## config.mk

```make
export PLATFORM = sky130hd
export DESIGN_NAME = model_reader
export DESIGN_NICKNAME = d
export VERILOG_FILES = /design/src/rtl/model_reader_pkg.sv /design/src/rtl/model_reader.sv
export SDC_FILE = /design/constraint.sdc
export NUM_CORES = 1
export LEC_CHECK = 0
export ABC_AREA = 1
export CORE_UTILIZATION = 39
export CTS_CLUSTER_DIAMETER = 200
export CTS_CLUSTER_SIZE = 30
export DETAILED_ROUTE_END_ITERATION = 6
export PLACE_DENSITY = 0.78
export SYNTH_ARGS = -nofsm -noshare
export SYNTH_HDL_FRONTEND = slang
export SYNTH_SLANG_ARGS = --single-unit
```

## constraint.sdc

```tcl
create_clock -name clk -period 1.8 [get_ports clk]
set_clock_uncertainty 0.15 [all_clocks]
set_input_delay 0.27 -clock clk [delete_from_list [all_inputs] [get_ports clk]]
set_output_delay 0.27 -clock clk [all_outputs]
set_load 0.05 [all_outputs]
```

## src/rtl/model_reader_pkg.sv

```systemverilog
// ============================================================================
// model_reader_pkg : fixed-point vertex and triangle types shared by the model
//                    buffer, its loader and the model_reader block.
// Revision 1.0 - initial release
// ============================================================================
`default_nettype none

package model_reader_pkg;

  localparam int c_fixed_width = 16;

  typedef logic signed [c_fixed_width-1:0] fixed_t;

  typedef struct packed {
    fixed_t x;
    fixed_t y;
    fixed_t z;
  } vertex_t;

  typedef struct packed {
    vertex_t v0;
    vertex_t v1;
    vertex_t v2;
  } triangle_t;

endpackage

`default_nettype wire

```

## src/rtl/model_reader.sv

```systemverilog
// ============================================================================
// model_reader : streams one stored model's triangles out of the model buffer
//                in index order over valid/ready, then pulses done.
// Optional: define MODEL_READER_ABORT_EN to add an abort input.
// Revision 1.0 - initial release
// ============================================================================
`default_nettype none

module model_reader
  import model_reader_pkg::*;
#(
  parameter int MAX_MODEL_COUNT    = 10,
  parameter int MAX_TRIANGLE_COUNT = 100
) (
  input  logic                                  clk,
  input  logic                                  rst,
`ifdef MODEL_READER_ABORT_EN
  input  logic                                  abort,
`endif
  input  logic                                  start,
  input  logic [$clog2(MAX_MODEL_COUNT)-1:0]    start_model_index,
  output logic                                  busy,
  output logic                                  done,
  output logic [$clog2(MAX_MODEL_COUNT)-1:0]    read_model_index,
  output logic [$clog2(MAX_TRIANGLE_COUNT)-1:0] read_triangle_index,
  input  triangle_t                             read_triangle,
  input  logic                                  read_last_index,
  output logic                                  out_valid,
  input  logic                                  out_ready,
  output triangle_t                             out_triangle,
  output logic [$clog2(MAX_TRIANGLE_COUNT)-1:0] out_triangle_index,
  output logic                                  out_last
);

  localparam int c_tri_w = $clog2(MAX_TRIANGLE_COUNT);
  localparam logic [c_tri_w-1:0] c_idx_max = c_tri_w'(MAX_TRIANGLE_COUNT - 1);

  typedef enum logic [0:0] {
    ST_IDLE   = 1'b0,
    ST_STREAM = 1'b1
  } state_t;

  state_t             r_state;
  logic [c_tri_w-1:0] r_idx;
  logic               r_fetched_last;

  logic w_load;
  logic w_last;
  logic w_abort;

`ifdef MODEL_READER_ABORT_EN
  assign w_abort = abort;
`else
  assign w_abort = 1'b0;
`endif

  // The index cap terminates empty or unterminated models without wrapping.
  assign w_load = !out_valid || out_ready;
  assign w_last = read_last_index || (r_idx == c_idx_max);

  assign busy                = (r_state == ST_STREAM);
  assign read_triangle_index = r_idx;

  always_ff @(posedge clk) begin
    if (rst) begin
      r_state            <= ST_IDLE;
      r_idx              <= '0;
      r_fetched_last     <= 1'b0;
      read_model_index   <= '0;
      done               <= 1'b0;
      out_valid          <= 1'b0;
      out_triangle       <= '0;
      out_triangle_index <= '0;
      out_last           <= 1'b0;
    end else begin
      done <= 1'b0;
      case (r_state)
        ST_IDLE: begin
          if (start) begin
            read_model_index <= start_model_index;
            r_idx            <= '0;
            r_fetched_last   <= 1'b0;
            r_state          <= ST_STREAM;
          end
        end
        ST_STREAM: begin
          if (w_abort) begin
            out_valid <= 1'b0;
            out_last  <= 1'b0;
            r_state   <= ST_IDLE;
          end else if (w_load) begin
            if (!r_fetched_last) begin
              out_triangle       <= read_triangle;
              out_triangle_index <= r_idx;
              out_last           <= w_last;
              out_valid          <= 1'b1;
              r_fetched_last     <= w_last;
              if (!w_last) begin
                r_idx <= r_idx + 1'b1;
              end
            end else begin
              out_valid <= 1'b0;
              done      <= 1'b1;
              r_state   <= ST_IDLE;
            end
          end
        end
        default: r_state <= ST_IDLE;
      endcase
    end
  end

endmodule

`default_nettype wire

```

==> results of run 1 <==
sequential cells by signal (all words and copies together), names as in the netlist:
| name | flops |
|---|---|
| busy | 1 |
| done | 1 |
| out_last | 1 |
| out_triangle | 144 |
| out_triangle_index | 7 |
| out_valid | 1 |
| r_fetched_last | 1 |
| read_model_index | 4 |
| read_triangle_index | 7 |
worst max-delay path, cell delays in order, from the launching register on:
cell and delay, ns:
dfxtp_2 0.34, ha_1 0.24, nand2_1 0.08, inv_1 0.04
nand3_1 0.11, nand3_2 0.21, nand2_4 0.17, nand2_1 0.06
nand2_1 0.05, nor2_1 0.05
metal layers:
metal  track usage  vias to the layer above  wire length, µm
li1              -                     3057                -
met1         0.262                     2705             7370
met2         0.377                      243             8410
met3        0.0816                       39             1430
met4         0.106                        0              599
met5             0                        -                0
layout by cell type, fill, tap and decap left out:
| cell | n |
|---|---|
| clkbuf_8 | 2 |
| ha_1 | 1 |
| dfxtp_2 | 2 |
| buf_12 | 19 |
| clkbuf_1 | 2 |
| nand3_1 | 9 |
| o211ai_1 | 3 |
| inv_4 | 1 |
| o21ai_0 | 131 |
| nor2_4 | 1 |
| nor3b_1 | 1 |
| xor2_1 | 1 |
| buf_4 | 179 |
| nor3_1 | 2 |
| nand2_1 | 20 |
| nand3_2 | 1 |
| clkdlybuf4s50_1 | 152 |
| inv_1 | 15 |
| a21oi_1 | 11 |
| nor2_1 | 313 |
| nand2_4 | 1 |
| dfxtp_1 | 165 |
| clkinv_4 | 1 |
| o21ai_1 | 25 |
| nand2_2 | 1 |
| clkinv_2 | 4 |
| clkbuf_16 | 17 |
| bufinv_16 | 5 |
stage by stage:
| stage | cell area (µm²) | hold WS (ns) | util | power [W] | cells |
|---|---|---|---|---|---|
| floorplan | 5990 | 0.182 | - | 0.00599 | 756 |
| global placement | 9120 | 0.317 | 0.618 | 0.00707 | 1239 |
| detailed placement | 9120 | 0.326 | 0.618 | 0.00710 | 1239 |
| CTS | 9750 | 0.263 | 0.661 | 0.0110 | 1269 |
| global route | 9750 | 0.276 | 0.661 | 0.0114 | 1269 |
| finish | 9750 | 0.287 | 0.661 | 0.0109 | 1269 |
cells by family (layout without fill, tap and decap cells):
family,after synthesis,in the layout,share of synthesized area
xor+xnor,1,1,0.00146
buf+inv,68,397,0.0692
simple gates,349,349,0.226
flops,167,167,0.558
fa+ha+maj,1,1,0.00209
compound gates,170,170,0.143
area by class of cell:
cell class | count | area, µm²
Clock buffer | 21 | 460
Clock inverter | 9 | 174
Fill cell | 1256 | 5000
Inverter | 17 | 67.6
Multi-Input combinational cell | 521 | 2230
Sequential cell | 167 | 3350
Tap cell | 184 | 230
Timing Repair Buffer | 350 | 3250
report_power, final:
part           switching, W  internal, W
clock network       0.00141      0.00252
logic               0.00181      0.00101
registers          0.000165      0.00403
worst paths after layout:
| check | startpoint | to | slack [ns] | cells after the start |
|---|---|---|---|---|
| worst max register to register | read_triangle_index[0]$_SDFFE_PP0P_ | read_triangle_index[5]$_SDFFE_PP0P_ | 0.22 | 9 |
| worst max-delay path | read_triangle_index[0]$_SDFFE_PP0P_ | read_triangle_index[5]$_SDFFE_PP0P_ | 0.22 | 9 |
| worst min-delay path | read_triangle[108] | out_triangle[108]$_SDFFE_PP0P_ | 0.29 | 3 |
| worst min register to register | read_model_index[3]$_SDFFE_PP0P_ | read_model_index[3]$_SDFFE_PP0P_ | 0.33 | 2 |
==> results.tsv, run 1 <==
stage	metric	value	unit
timing	Setup TNS	0	ns
timing	final hold violation count	0	
power	peak supply drop	799	µV
logic_synthesis	Async S/R FF share, synth	0	
cts	TritonCTS clock tree	yes	
setup_path	Worst Path Required	1.95	ns
timing	post-layout min period	1.58	ns
logic_synthesis	count of cell types in the netlist	24	
timing	setup slack after layout	0.217	ns
grt	Tot GR Track Use	0.228	
floorplan	Die Span Y	126	µm
setup_path	Worst setup EP type	register	
routing	number of DRC markers in iteration 0	305	
floorplan	DIE AREA	15900	µm²
run_status	result of the run	completed	
logic_synthesis	largest cells by area after synthesis	dfxtp_1 (56%), nor2_1 (20%), o21ai_0 (11%)	
floorplan	row count	44	
logic_synthesis	Synth Instances	756	
timing	Slew headroom	0.708	
routing	drt total wl	17800	µm
power	static leakage	4.50	nW
logic_synthesis	#FFs+latches synth	167	
logic_synthesis	synthesized cell area	5990	µm²
cts	Post-CTS Setup Inserts	0	
min_path	Hold/Removal Path Class	in -> reg	
placed_design	DP Worst Slack	-0.0484	ns
grt	Remaining Overflow, GRT	0	
cts	CTS Buffer Depth	2	
timing	RSZ-0062 raised after global routing	false	
logic_synthesis	cell taking the most area after synthesis	dfxtp_1	
grt	initial antenna violation count	0	
cts	CTS buffer count	17	
cts	Clock transition at path regs	0.06	ns
routing	Vias/cell	4.76	
grt	first-pass GRT wire length	28700	µm
cts	hold-fix buffer count after cts	0	
floorplan	Die Wd	126	µm
routing	DRC Markers	0	
setup_path	crit-path max FO	8	
routing	via count	6044	
logic_synthesis	syn_area_per_cell	7.92	µm²
flow_run	max cap viols	0	
cells_and_area	# nets final	1228	
logic_synthesis	top cell type's share of synthesized area	0.558	
power	PD cells	1120	nW/µm²
logic_synthesis	cell with the most instances after synthesis	nor2_1	
logic_synthesis	Top FF cell, synth	dfxtp_1	
grt	largest net degree at the start of global routing	51	
cts	Worst-Skew Late Latency	0.41	ns
routing	drt wl/cell	14.0	µm
setup_path	CP Class	reg -> reg	
setup_path	CP arrival	1.74	ns
timing	fin. max-slew vios	0	
logic_synthesis	Syn Nets	910	
cells_and_area	Area Growth Syn to Fin	62.9	%
placed_design	Final HPWL DP	12800	µm
timing	# setup viols final	0	
logic_synthesis	EDFF count, synth	0	
routing	Detail Route Antenna Nets	0	
grt	vias in the first global route	5738	
cells_and_area	layout cells sized above 1	0.216	
placed_design	RD Place Congestion	0.818	
timing	FMAX	632	MHz
setup_path	Worst setup SP type	register	
placed_design	PortBufs	318	
logic_synthesis	sequential area share after synthesis	0.558	
logic_synthesis	Ys Warns	0	
cts	cts repair resizes	0	
logic_synthesis	most frequent cells after synthesis	nor2_1 (313), dfxtp_1 (167), o21ai_0 (131)	
cts	CTS sink count	167	
timing	Worst Tran Pin Value	0.437	ns
routing	drt pass-1 iters	4	
cells_and_area	ANT cells	0	
cts	# H-tree levels	4	
timing	Final period util	0.879	
floorplan	num ports	319	
cts	root buffer cell	clkbuf_16	
floorplan	Initial Utilization	0.406	
floorplan	core area	14800	µm²
(Power assumes the default switching activity.)
==> run 2: changes to the inputs <==
--- a/config.mk
+++ b/config.mk
@@ -6,11 +6,12 @@
 export NUM_CORES = 1
 export LEC_CHECK = 0
 export ABC_AREA = 1
-export CORE_UTILIZATION = 39
+export CORE_ASPECT_RATIO = 0.9
+export CORE_UTILIZATION = 35
 export CTS_CLUSTER_DIAMETER = 200
 export CTS_CLUSTER_SIZE = 30
 export DETAILED_ROUTE_END_ITERATION = 6
-export PLACE_DENSITY = 0.78
+export PLACE_DENSITY = 0.74
 export SYNTH_ARGS = -nofsm -noshare
 export SYNTH_HDL_FRONTEND = slang
 export SYNTH_SLANG_ARGS = --single-unit
==> constraint.sdc (replaced) <==
create_clock -name clk -period 1.4 [get_ports clk]
set_clock_uncertainty 0.15 [all_clocks]
set_input_delay 0.21 -clock clk [delete_from_list [all_inputs] [get_ports clk]]
set_output_delay 0.21 -clock clk [all_outputs]
set_load 0.05 [all_outputs]
==> results.tsv, run 2 (synthesis results as in run 1) <==
stage	metric	value	unit
floorplan	row count	44	
placed_design	PortBufs	318	
setup_path	CP peak stage delay	0.37	ns
placed_design	RD Place Congestion	0.828	
power	combinational power share	0.324	
cells_and_area	ANT cells	0	
run_status	failing checks	negative setup slack	
floorplan	Die Span Y	126	µm
min_path	Hold/Removal Path Class	in -> reg	
timing	Final period util	1.05	
routing	Vias/cell	4.72	
setup_path	Reg2Reg Depth	8	
routing	via count	6305	
routing	DRC Markers	0	
timing	Worst Tran Pin Value	0.221	ns
timing	fin. max-slew vios	0	
flow_run	max cap viols	0	
routing	drt wl/cell	15.5	µm
setup_path	CP Class	reg -> reg	
cts	Clock transition at path regs	0.07	ns
timing	FMAX	680	MHz
run_status	result of the run	finished, violations left	
cells_and_area	layout cells sized above 1	0.299	
timing	post-layout min period	1.47	ns
cts	CTS sink count	167	
timing	setup slack after layout	-0.0699	ns
floorplan	Initial Utilization	0.365	
cts	root buffer cell	clkbuf_16	
cells_and_area	# nets final	1271	
cells_and_area	highest-count cells in the layout ignoring fill and taps	nor2_1 (285), buf_12 (181), dfxtp_1 (157)	
placed_design	Final HPWL DP	15500	µm
floorplan	num ports	319	
grt	initial antenna violation count	0	
power	sw frac	0.326	
routing	drt total wl	20700	µm
power	Internal	0.0102	W
cts	TritonCTS clock tree	yes	
setup_path	crit-path max FO	7	
timing	Setup TNS	-1.55	ns
power	PD cells	1230	nW/µm²
grt	vias in the first global route	6369	
grt	first-pass GRT wire length	32800	µm
setup_path	Worst setup SP type	register	
routing	Detail Route Antenna Nets	0	
timing	final hold violation count	0	
timing	# setup viols final	79	
power	clock power share	0.306	
timing	RSZ-0062 raised after global routing	true	
grt	Remaining Overflow, GRT	0	
cts	CTS Buffer Depth	2	
cts	# H-tree levels	4	
floorplan	Die Wd	140	µm
power	sw power	0.00494	W
power	static leakage	5.25	nW
cts	Worst-Skew Late Latency	0.42	ns
cells_and_area	largest reg by FF count	out_triangle	
routing	drt pass-1 iters	4	
setup_path	critical path's slowest cell	dfxtp_4	
placed_design	placed insts	1292	
cells_and_area	Final Non-Filler Cells	1337	
cells_and_area	max reg flops	144	
timing	Slew headroom	0.852	
cells_and_area	commonest non-fill, non-tap cell in the layout	nor2_1	
setup_path	Worst setup EP type	register	
routing	number of DRC markers in iteration 0	241	
cts	CTS buffer count	17	
floorplan	core area	16400	µm²
setup_path	CP arrival	1.66	ns
setup_path	Worst Path Required	1.59	ns
grt	Tot GR Track Use	0.238	
min_path	hold depth	3	
cells_and_area	Area Growth Syn to Fin	106	%
floorplan	DIE AREA	17600	µm²
setup_path	Critical Path, Cell by Cell	ha_4 -> nand2_1 -> inv_1 -> nand3_2 -> nand3_4 -> buf_4 -> nand3_1 -> a21oi_2	
power	Flop pwr share	0.370	
grt	largest net degree at the start of global routing	30	
power	peak supply drop	902	µV
## run 2: cell types whose count changed in the layout (fill, tap and decap cells not counted), moves of 13 or more
cell | before | now
o21ai_1 | 25 | 91
o21ai_0 | 131 | 57
nor2_1 | 313 | 285
nor2_2 | 0 | 25
buf_6 | 0 | 13
buf_12 | 19 | 181
buf_4 | 179 | 46
## run 2: critical path, delay by kind of cell (launching register included)
kind | cells | cell delay (ns)
AND/OR/NAND/NOR | 4 | 0.40
flip-flops | 1 | 0.37
buffers and inverters | 2 | 0.19
AO/OA/AOI/OAI | 1 | 0.16
adder cells (fa/ha/maj) | 1 | 0.14
## run 2: power by group through the flow
stage | combinational [W] | clock, W | sequential, W
after detailed placement | 0.00475 | 0 | 0.00571
after global routing | 0.00513 | 0.00495 | 0.00567
after CTS | 0.00487 | 0.00474 | 0.00561
final | 0.00491 | 0.00464 | 0.00562
after floorplan | 0.000785 | 0 | 0.00693
after global placement | 0.00471 | 0 | 0.00569
## run 2: final cells by class
type	count	area, µm²
Clock buffer	19	454
Multi-Input combinational cell	521	2410
Timing Repair Buffer	393	5670
Fill cell	1096	4040
Sequential cell	167	3370
Inverter	17	70.1
Clock inverter	13	133
Tap cell	207	259
## run 2: path summary, 6_finish.rpt
check	from	end	slack, ns
hold / removal	read_triangle[15]	out_triangle[15]$_SDFFE_PP0P_	0.22
hold reg to reg	read_model_index[0]$_SDFFE_PP0P_	read_model_index[0]$_SDFFE_PP0P_	0.37
setup reg to reg	read_triangle_index[0]$_SDFFE_PP0P_	read_triangle_index[3]$_SDFFE_PP0P_	-0.07
setup / recovery	read_triangle_index[0]$_SDFFE_PP0P_	read_triangle_index[3]$_SDFFE_PP0P_	-0.07
## run 2: per-layer routing
metal / global-route usage / share of wire / vias up
met2: 0.431 / 0.52 / 240
met1: 0.251 / 0.37 / 2877
met5: 0 / 0 / -
li1: - / - / 3150
met4: 0.0944 / 0.026 / 0
met3: 0.0852 / 0.082 / 38
## run 2: through the flow
step	utilization	instance area, µm²	setup WS (ns)	power, W	hold slack, ns
6_report	0.754	12400	-0.0699	0.0152	0.218
2_1_floorplan	-	6060	-0.0508	0.00771	0.119
4_1_cts	0.746	12200	-0.0627	0.0152	0.197
3_5_place_dp	0.698	11400	-0.452	0.0105	0.366
5_1_grt	0.754	12400	-0.155	0.0158	0.210
3_3_place_gp	0.698	11400	-0.364	0.0104	0.360
## run 2: what timing repair did
| action | 4_1_cts | 5_1_grt |
|---|---|---|
| hold buffers | 0 | 0 |
| gates resized for setup | 60 | 81 |
| gates cloned | 1 | 0 |
| endpoints found under the setup margin | 124 | 166 |
| setup buffers | 8 | 4 |
| pin swaps | 4 | 6 |
==> run 3: changes to the inputs <==
--- a/config.mk
+++ b/config.mk
@@ -7,11 +7,13 @@
 export LEC_CHECK = 0
 export ABC_AREA = 1
 export CORE_ASPECT_RATIO = 0.9
+export CORE_MARGIN = 5
 export CORE_UTILIZATION = 35
 export CTS_CLUSTER_DIAMETER = 200
 export CTS_CLUSTER_SIZE = 30
 export DETAILED_ROUTE_END_ITERATION = 6
 export PLACE_DENSITY = 0.74
+export SETUP_SLACK_MARGIN = 0.4
 export SYNTH_ARGS = -nofsm -noshare
 export SYNTH_HDL_FRONTEND = slang
 export SYNTH_SLANG_ARGS = --single-unit
==> results.tsv, run 3 (synthesis results as in run 1) <==
stage	metric	value	unit
timing	FMAX	681	MHz
placed_design	placed insts	1276	
floorplan	Die Wd	148	µm
placed_design	Final HPWL DP	15900	µm
setup_path	WP buf/inv	1	
run_status	result of the run	finished, violations left	
power	PD cells	1230	nW/µm²
cells_and_area	fin area	12200	µm²
timing	fin. max-slew vios	0	
cts	# H-tree levels	4	
timing	post-layout min period	1.47	ns
cells_and_area	highest-count cells in the layout ignoring fill and taps	nor2_1 (287), buf_12 (181), clkdlybuf4s50_1 (152)	
floorplan	num ports	319	
cts	hold-fix buffer count after cts	0	
timing	# setup viols final	66	
timing	Final period util	1.05	
floorplan	DIE AREA	19800	µm²
grt	Tot GR Track Use	0.210	
placed_design	RD Place Congestion	0.812	
cts	CTS buffer count	17	
cells_and_area	Area Growth Syn to Fin	104	%
timing	Setup TNS	-1.59	ns
run_status	failing checks	negative setup slack	
floorplan	Die Span Y	134	µm
grt	initial antenna violation count	0	
setup_path	Worst Path Required	1.60	ns
min_path	Hold/Removal Path Class	in -> reg	
cells_and_area	ANT cells	0	
cts	CTS Buffer Depth	2	
timing	Worst Tran Pin Value	0.270	ns
setup_path	CP arrival	1.67	ns
cells_and_area	Final Non-Filler Cells	1318	
routing	drt pass-1 iters	4	
cells_and_area	commonest non-fill, non-tap cell in the layout	nor2_1	
setup_path	CP Depth	7	
routing	Vias/cell	4.83	
timing	RSZ-0062 raised after global routing	true	
cts	root buffer cell	clkbuf_16	
setup_path	Critical Path, Cell by Cell	ha_4 -> nand3_1 -> nor2_2 -> buf_4 -> nor3b_4 -> nand2_4 -> a21oi_2	
grt	Remaining Overflow, GRT	0	
timing	Slew headroom	0.819	
cts	TritonCTS clock tree	yes	
setup_path	CP Class	reg -> reg	
cts	Clock transition at path regs	0.07	ns
min_path	hold depth	3	
power	static leakage	5.14	nW
timing	setup slack after layout	-0.0684	ns
routing	Detail Route Antenna Nets	0	
timing	final hold violation count	0	
routing	drt total wl	21500	µm
floorplan	core area	16800	µm²
setup_path	Reg2Reg Depth	7	
placed_design	DP Worst Slack	-0.386	ns
setup_path	CP peak stage delay	0.35	ns
routing	DRC Markers	0	
cells_and_area	Filler cells	1149	
floorplan	Initial Utilization	0.356	
cts	CTS sink count	167	
setup_path	crit-path max FO	4	
routing	number of DRC markers in iteration 0	244	
routing	via count	6364	
placed_design	DP Area	11300	µm²
setup_path	Worst setup EP type	register	
cells_and_area	largest reg by FF count	out_triangle	
setup_path	Worst setup SP type	register	
cells_and_area	max reg flops	144	
grt	vias in the first global route	6441	
placed_design	PortBufs	318	
power	peak supply drop	908	µV
cells_and_area	layout cells sized above 1	0.294	
floorplan	row count	45	
setup_path	critical path's top delay family	simple AND/OR/NAND/NOR gates	
flow_run	max cap viols	0	
grt	first-pass GRT wire length	33300	µm
cells_and_area	# nets final	1248	
cts	Worst-Skew Late Latency	0.42	ns
grt	largest net degree at the start of global routing	56	
setup_path	critical path's slowest cell	dfxtp_4	
routing	drt wl/cell	16.3	µm
[run 3: cell count changes in the layout (fill, tap and decap cells not counted), moves of 8 or more]
| cell | previous run | this run |
|---|---|---|
| o21ai_1 | 91 | 50 |
| o21ai_2 | 8 | 0 |
| dfxtp_1 | 157 | 144 |
| buf_4 | 46 | 24 |
| dfxtp_2 | 5 | 17 |
| o21ai_0 | 57 | 106 |
[run 3: power by group]
group / total, W / switching [W] / internal [W]
clock: 0.00455 / 0.00206 / 0.00249
sequential: 0.00562 / 0.000435 / 0.00518
combinational: 0.00485 / 0.00247 / 0.00238
[run 3: final cells by class]
type | count | area [µm²] | area share
clock inverter | 15 | 143 | 0.0117
inverter | 17 | 75.1 | 0.00615
multi-input combinational | 521 | 2420 | 0.198
timing repair buffer | 370 | 5490 | 0.450
clock buffer | 17 | 425 | 0.0349
sequential | 167 | 3390 | 0.278
tap | 211 | 264 | 0.0216
[run 3: worst paths after layout]
kind / startpoint / to / slack [ns]
min reg2reg: read_model_index[0]$_SDFFE_PP0P_ / read_model_index[0]$_SDFFE_PP0P_ / 0.35
max reg2reg: read_triangle_index[0]$_SDFFE_PP0P_ / read_triangle_index[4]$_SDFFE_PP0P_ / -0.07
max: read_triangle_index[0]$_SDFFE_PP0P_ / read_triangle_index[4]$_SDFFE_PP0P_ / -0.07
min: read_triangle[75] / out_triangle[75]$_SDFFE_PP0P_ / 0.22
[run 3: metal layers]
layer / GRT usage / part of all wire / wire (µm)
met1: 0.232 / 0.38 / 8200
met2: 0.366 / 0.50 / 10700
met3: 0.0767 / 0.085 / 1820
met4: 0.0903 / 0.033 / 714
met5: 0 / 0 / 0
[run 3: per-stage QoR]
stage,total power [W],hold slack (ns),util
finish,0.0150,0.216,0.725
global route,0.0156,0.199,0.725
CTS,0.0151,0.190,0.717
detailed placement,0.0105,0.365,0.674
global placement,0.0104,0.351,0.674
floorplan,0.00774,0.119,-
[run 3: timing repair]
item / in CTS / in global routing
pin swaps: 4 / 7
setup buffers: 8 / 1
resized for setup: 58 / 33
endpoints found under the setup margin: 333 / 333
hold endpoints to repair: 0 / 0
cloned: 0 / 1
[run 3: worst register-to-register path, stage by stage (launching register included)]
cell and delay, ns:
dfxtp_4 0.35, ha_4 0.17, nand3_1 0.11, nor2_2 0.07, buf_4 0.14, nor3b_4 0.21
nand2_4 0.07, a21oi_2 0.12
